<file path="src/rtl/multiplier_32.sv">
// 32x32 radix-2 shift-add multiplier producing a registered 64-bit product.
// Define MULTIPLIER_32_SIGNED_EN for two's complement operands and product.
module full_adder_32 (
    input  logic [31:0] a,
    input  logic [31:0] b,
    input  logic        cin,
    output logic [31:0] sum,
    output logic        cout
);

    assign {cout, sum} = {1'b0, a} + {1'b0, b} + {32'd0, cin};

endmodule

module multiplier_32 (
    input  logic        clk,
    input  logic        reset,
    input  logic [31:0] a,
    input  logic [31:0] b,
    output logic [31:0] mout1,
    output logic [31:0] mout2,
    output logic        finished
);

    typedef enum logic [1:0] {
        IDLE,
        BUSY,
        DONE
    } state_t;

    state_t      state;
    logic [31:0] la;
    logic [31:0] lb;
    logic [31:0] mcand;
    logic [63:0] acc;
    logic [5:0]  cnt;
    logic [31:0] amag;
    logic [31:0] bmag;
    logic [31:0] addend;
    logic [31:0] sum;
    logic        cout;
    logic [63:0] nxt;
    logic [63:0] prod;
    logic        chg;

`ifdef MULTIPLIER_32_SIGNED_EN
    logic neg;

    assign amag = a[31] ? (~a + 32'd1) : a;
    assign bmag = b[31] ? (~b + 32'd1) : b;
    assign prod = neg ? (~nxt + 64'd1) : nxt;
`else
    assign amag = a;
    assign bmag = b;
    assign prod = nxt;
`endif

    // Low word of acc doubles as the multiplier register; its LSB picks the add.
    assign addend = acc[0] ? mcand : 32'd0;
    assign nxt    = {cout, sum, acc[31:1]};
    assign chg    = (a != la) || (b != lb);

    full_adder_32 u_add (
        .a    (acc[63:32]),
        .b    (addend),
        .cin  (1'b0),
        .sum  (sum),
        .cout (cout)
    );

    always_ff @(posedge clk or negedge reset) begin
        if (!reset) begin
            state    <= IDLE;
            la       <= '0;
            lb       <= '0;
            mcand    <= '0;
            acc      <= '0;
            cnt      <= '0;
            mout1    <= '0;
            mout2    <= '0;
            finished <= 1'b0;
`ifdef MULTIPLIER_32_SIGNED_EN
            neg      <= 1'b0;
`endif
        end else begin
            unique case (state)
                IDLE: begin
                    la    <= a;
                    lb    <= b;
                    mcand <= amag;
                    acc   <= {32'd0, bmag};
                    cnt   <= '0;
`ifdef MULTIPLIER_32_SIGNED_EN
                    neg   <= a[31] ^ b[31];
`endif
                    state <= BUSY;
                end
                BUSY: begin
                    acc <= nxt;
                    cnt <= cnt + 6'd1;
                    if (cnt == 6'd31) begin
                        mout2    <= prod[63:32];
                        mout1    <= prod[31:0];
                        finished <= 1'b1;
                        state    <= DONE;
                    end
                end
                DONE: begin
                    if (chg) begin
                        la       <= a;
                        lb       <= b;
                        mcand    <= amag;
                        acc      <= {32'd0, bmag};
                        cnt      <= '0;
                        finished <= 1'b0;
`ifdef MULTIPLIER_32_SIGNED_EN
                        neg      <= a[31] ^ b[31];
`endif
                        state    <= BUSY;
                    end
                end
                default: state <= IDLE;
            endcase
        end
    end

endmodule

</file>
<file path="config.mk">
export PLATFORM = sky130hd
export DESIGN_NAME = multiplier_32
export DESIGN_NICKNAME = d
export VERILOG_FILES = /design/src/rtl/multiplier_32.sv
export SDC_FILE = /design/constraint.sdc
export NUM_CORES = 1
export LEC_CHECK = 0
export CORE_MARGIN = 5
export CORE_UTILIZATION = 45
export CTS_BUF_LIST = sky130_fd_sc_hd__clkbuf_16
export DETAILED_ROUTE_END_ITERATION = 8
export MAX_ROUTING_LAYER = met4
export PLACE_DENSITY = 0.7
export SETUP_SLACK_MARGIN = 0.15
export SYNTH_ARGS = -nofsm -noshare
export SYNTH_HDL_FRONTEND = slang
export SYNTH_SLANG_ARGS = --single-unit
export TNS_END_PERCENT = 10
</file>
<file path="constraint.sdc">
create_clock -name clk -period 7.7 [get_ports clk]
set_input_delay 1.54 -clock clk [delete_from_list [all_inputs] [get_ports clk]]
set_output_delay 1.54 -clock clk [all_outputs]
set_load 0.02 [all_outputs]
</file>
# Word level (Yosys, flattened, before mapping)
# Cells that the tools add are included.
# word_totals
regBits	201
input_bits	66
out_inout_bits	65
# classes
n_addsub	2
eq_ne	7
n_mux	15
reduce_logical	10
# ops
op	count
$pmux 64 s3	1
$pmux 32 s2	2
$mux 32	3
$mux 64	1
$ne 32x32->1	2
$add 32x32->33	1
$pmux 6 s3	1
$reduce_and 2->1	4
$add 6x1->6 const B	1
$eq 6x5->1 const B	1
$mux 6	1
$pmux 2 s3	1
$mux 2	2
$ne 2x2->1 const B	2
$reduce_bool 2->1	2
$reduce_and 3->1	1
$reduce_bool 3->1	1
$eq 2x1->1 const B	1
$eq 2x2->1 const B	1
$logic_not 2->1	1
$mux 1	2
$pmux 1 s2	1
$logic_or 1x1->1	1

# Logic depth before layout (Yosys ltp)
# logic_depth
word_depth	4
depth_mapped	12

# By module
# Synthesis repeated with hierarchy kept, for this count alone.
# unflattened
cells_unflattened	973
hier_area_um2	11003.1
# by_module_without_submodules
mod	instances	cells_per_inst	area_each_um2	seq_area_each_um2
multiplier_32	1	714	9148.8	5029.8
full_adder_32	1	259	1854.3	0.0

# Worst setup path after synthesis
# No wires, ideal clock.
# synth_path
path_type	input to register
startpoint	input b[11]
endpoint	register state[0]
setup_time_ns	0.136
arrival_time_ns	3.165
slack_ns	4.399
cell_stages	10
n_path_buf	3
path_cell_list	xor2_1 nor4_1 nand4_1 nor4_1 nand2_1 nand2b_1 buf_2 buf_2 buf_2 o21ai_0
# synth_between
elab_chain_len	4
# synth_lines
element	line	rtl
from (decl)	19	input logic [31:0] b,
$ne 32x32->1	61	assign chg = (a != la) || (b != lb);
$logic_or 1x1->1	61	
$ne 2x2->1 (no line)	--	
$reduce_and 2->1 (no line)	--	
to (signal assigned)	73	state <= IDLE;
to (signal assigned)	96	state <= BUSY;
to (signal assigned)	105	state <= DONE;
to (decl)	31	state_t state;
# Every way passes these cells.
# A chain may end at the register's enable or synchronous reset.

# Worst setup path in the final report
# layout_path
startpoint	input b[31]
endpoint	register acc[47]
# layout_between
elab_chain_len	4
# layout_lines
element	line	rtl
$ne 32x32->1	61	
$logic_or 1x1->1	61	
$ne 2x2->1 (no line)	--	
$reduce_and 2->1 (no line)	--	
to (signal assigned)	91	acc <= {32'd0, bmag};
to (signal assigned)	99	acc <= nxt;
to (signal assigned)	113	acc <= {32'd0, bmag};
to (decl)	35	logic [63:0] acc;
# Every way passes these cells.

==> results.toml <==
[outcome]
status = "finished clean"

[die]
dieWidth_um = 160
num_rows = 54
start_util_pct = 45.9
io-pin-count = 131
die-height_um = 160
fp.dieArea_um2 = 25500
design.core.area_um2 = 22000

[timing]
setup-violations-final = 0
finalMaxSlewViolations = 0
timing.max_slew.rel_slack_pct = 21.7
period_minus_slack_ns = 4.47
clock.fmax_mhz = 224
finalHoldViolations = 0
tightest_slew_ns = 1.17
setup_tns_ns = 0
part_of_the_cycle_the_worst_path_needs_pct = 58.1
fin_worst_skew_ns = 0.00750
hold_slack_ns = 0.475
unrepaired_setup_endpoints_after_global_routing = "no"

[critical_path]
timing.critical_path.cells = "clkdlybuf4s50_1, xor2_1, nor4_1, nand4_1, nor4_1, nand2_1, nand2b_4, nand3_1, o21ai_0"
cp_data_required_time_ns = 8.10
critical_path.endpoint_type = "flop"
cp_common_cell = "sky130_fd_sc_hd__nor4_1"
ff2ff_setup_slack_ns = 3.86
cp_delay_by_family_top = "simple AND/OR/NAND/NOR gates"
crit_path_max_fanout = 115
setup.worst_path.start_class = "primary input"
cp_slowest_cell = "sky130_fd_sc_hd__nand2b_4"
critPathArrivalTime_ns = 4.87
critPathBufInv = 1
setup.worst_path.class = "in -> reg"
max_stage_delay_on_crit_path_ns = 0.87

[power]
total_leakage_power_nw = 5.64
power.sequential.fraction_pct = 35.3
design_power_total_mw = 4.39
net-switching-power_mw = 1.50
max-vdd-ir-drop_v = 0.000205
power_per_cell_area_nw_per_um2 = 353
power_switching_share_pct = 34.3
power.internal_mw = 2.88
power_frac_comb_pct = 37.6
clockPowerShare_pct = 27.1

[synth]
ys.warnings.count = 0
yosys_most_used_dff = "sky130_fd_sc_hd__dfrtp_1"
synth.top_cell.area_share_pct = 49.9
postSynthRegisterBits = 201
synth_top_area_cell = "sky130_fd_sc_hd__dfrtp_1"
netlist_instances = 1019
synth.net_count = 1119
yosys-top-cells-area = "sky130_fd_sc_hd__dfrtp_1, sky130_fd_sc_hd__xor2_1, sky130_fd_sc_hd__nand2_1, sky130_fd_sc_hd__mux2_2, sky130_fd_sc_hd__o21ai_0"
average_cell_area_after_synthesis_um2 = 9.90
synth-edff-count = 0
synth_cell_types = 55
seq_area_frac_synth_pct = 49.9
netlist_area_um2 = 10100
async_sr_flop_fraction_pct = 100

[route]
met3_routed_wirelength_um = 1250
drt-met1-wl_um = 12100
drt-vias-per-instance = 5.46
detail_route.wl_per_cell_um = 18.1
drt_first_iter_violations = 406
drtPass1Iterations = 5
wirelength_um = 25700
detailroute.wirelength.met2_um = 11600
post-route-drc-count = 0
total_vias_in_the_final_route = 7775
antenna_violating_nets_post_route = 0
highest_layer = "met4"

[global_routing]
grt_first_pass_wirelength_um = 41400
grt_overflow = 0
antenna_found_initial = 1
grt_pass1_vias = 7776
pin_count_of_the_biggest_net_entering_global_routing = 129
globalRouteTotalUtil_pct = 20.3

[clock_network]
tritoncts_clock_tree = "done"
cts_buffer_depth = 3
cts.reportedPaths.clkPinSlew_ns = 0.06
post_cts_resized = 0
cts-hold-fix-buffers = 0
tritoncts_num_sinks = 201
cts-root-buf = "sky130_fd_sc_hd__clkbuf_16"
numCtsBuffers = 22
cts.repair_timing.setup_buffer_count = 0
htree_num_levels = 1
clock_insertion_delay_worst_skew_ns = 0.51

[final_layout]
mostFrequentLayoutCell = "sky130_fd_sc_hd__dfrtp_1"
finish.cell_count_without_fillers = 1424
final.fill_count = 1929
synthToLayoutAreaGrowth_pct = 23.2
layout.nets = 1227
post_route_cells_drive_above_1_share_pct = 8.75
most-common-layout-cells = "sky130_fd_sc_hd__dfrtp_1, sky130_fd_sc_hd__nand2_1, sky130_fd_sc_hd__clkdlybuf4s50_1, sky130_fd_sc_hd__o21ai_0, sky130_fd_sc_hd__xor2_1"

[placement]
post-place-cells = 1383
dp.final_hpwl_um = 18200
port_buffers = 130
gp_routability_congestion = 0.857

[min_path]
hp-class = "reg -> reg"

[run]
max_capacitance_violation_total = 0
## worst register-to-register path, cell delays in order (launching register included)
cell and delay, ns:
sky130_fd_sc_hd__dfrtp_1 0.90, sky130_fd_sc_hd__and2_1 0.29, sky130_fd_sc_hd__ha_1 0.31, sky130_fd_sc_hd__a21o_1 0.20
sky130_fd_sc_hd__a21o_1 0.17, sky130_fd_sc_hd__a221o_1 0.36, sky130_fd_sc_hd__a32oi_2 0.42, sky130_fd_sc_hd__o21ai_0 0.25
sky130_fd_sc_hd__a211oi_1 0.39, sky130_fd_sc_hd__o21bai_1 0.15, sky130_fd_sc_hd__mux2_2 0.28
## final timing paths
kind                                 from  depth (start not counted)         to
worst max register to register     acc[0]                         10  mout2[31]
worst max-delay path                b[31]                          9    acc[47]
max in group asynchronous           reset                          2  mout1[30]
worst min-delay path            mout2[20]                          2  mout2[20]
worst min register to register  mout2[20]                          2  mout2[20]
min in group asynchronous           reset                          1  mout2[25]
## cell families after synthesis
| family | after synthesis | share of synthesized area [%] |
|---|---|---|
| buffers and inverters | 88 | 3.37 |
| muxes | 46 | 5.12 |
| and+or+nand+nor | 298 | 13.5 |
| adders and majority gates | 34 | 4.29 |
| xor gates and xnor gates | 93 | 8.07 |
| AOI/OAI and AO/OA | 259 | 15.8 |
| DFF | 201 | 49.9 |
## synth_stat cells, drive strengths merged, types with 21 or more instances
cell type and number:
dfrtp 201, nand2 176, o21ai 94, xor2 80, a21oi 60, mux2 45
clkbuf 40, inv 37, o22ai 35, and2 34, ha 33, nand3 21
## stage by stage
stage	instance area, um^2	utilization, %	setup slack, ns
finish	12400	56.6	3.23
global route	12400	56.6	3.01
CTS	12400	56.6	3.27
detailed placement	11600	52.9	2.75
global placement	11600	52.9	2.80
floorplan	10100	-	4.40
## flip-flops by register name (all words and copies together), names as in the netlist
signal and flops:
mout2 32, mout1 32, lb 32, finished 1, state 2, acc 64
cnt 6, mcand 32
## layout make-up
class                   count  area (um^2)  area share [%]
inverters                  37          139            1.12
well taps                 280          350            2.82
repair buffers            135         1340            10.8
multi-input cells         730         4750            38.2
clock inverters            17          245            1.97
diodes                      1         2.50          0.0201
clock buffers              23          576            4.63
flip-flops and latches    201         5030            40.5
## power groups by stage
| stage | Sequential [mW] | Clock, mW | Combinational, mW |
|---|---|---|---|
| 6_report | 1.55 | 1.19 | 1.65 |
| 3_5_place_dp | 1.56 | 0 | 1.65 |
| 4_1_cts | 1.55 | 1.21 | 1.66 |
| 5_1_grt | 1.59 | 1.26 | 1.80 |
| 2_1_floorplan | 1.73 | 0 | 0.827 |
| 3_3_place_gp | 1.55 | 0 | 1.63 |
## metal layers
metal  vias to the layer above  track usage (%)
met1                      3758             28.2
met3                        50             3.45
met5                         -                -
met4                         0             5.88
met2                       187             30.9
li1                       3780                -
Power figures use the tool's default switching activity.
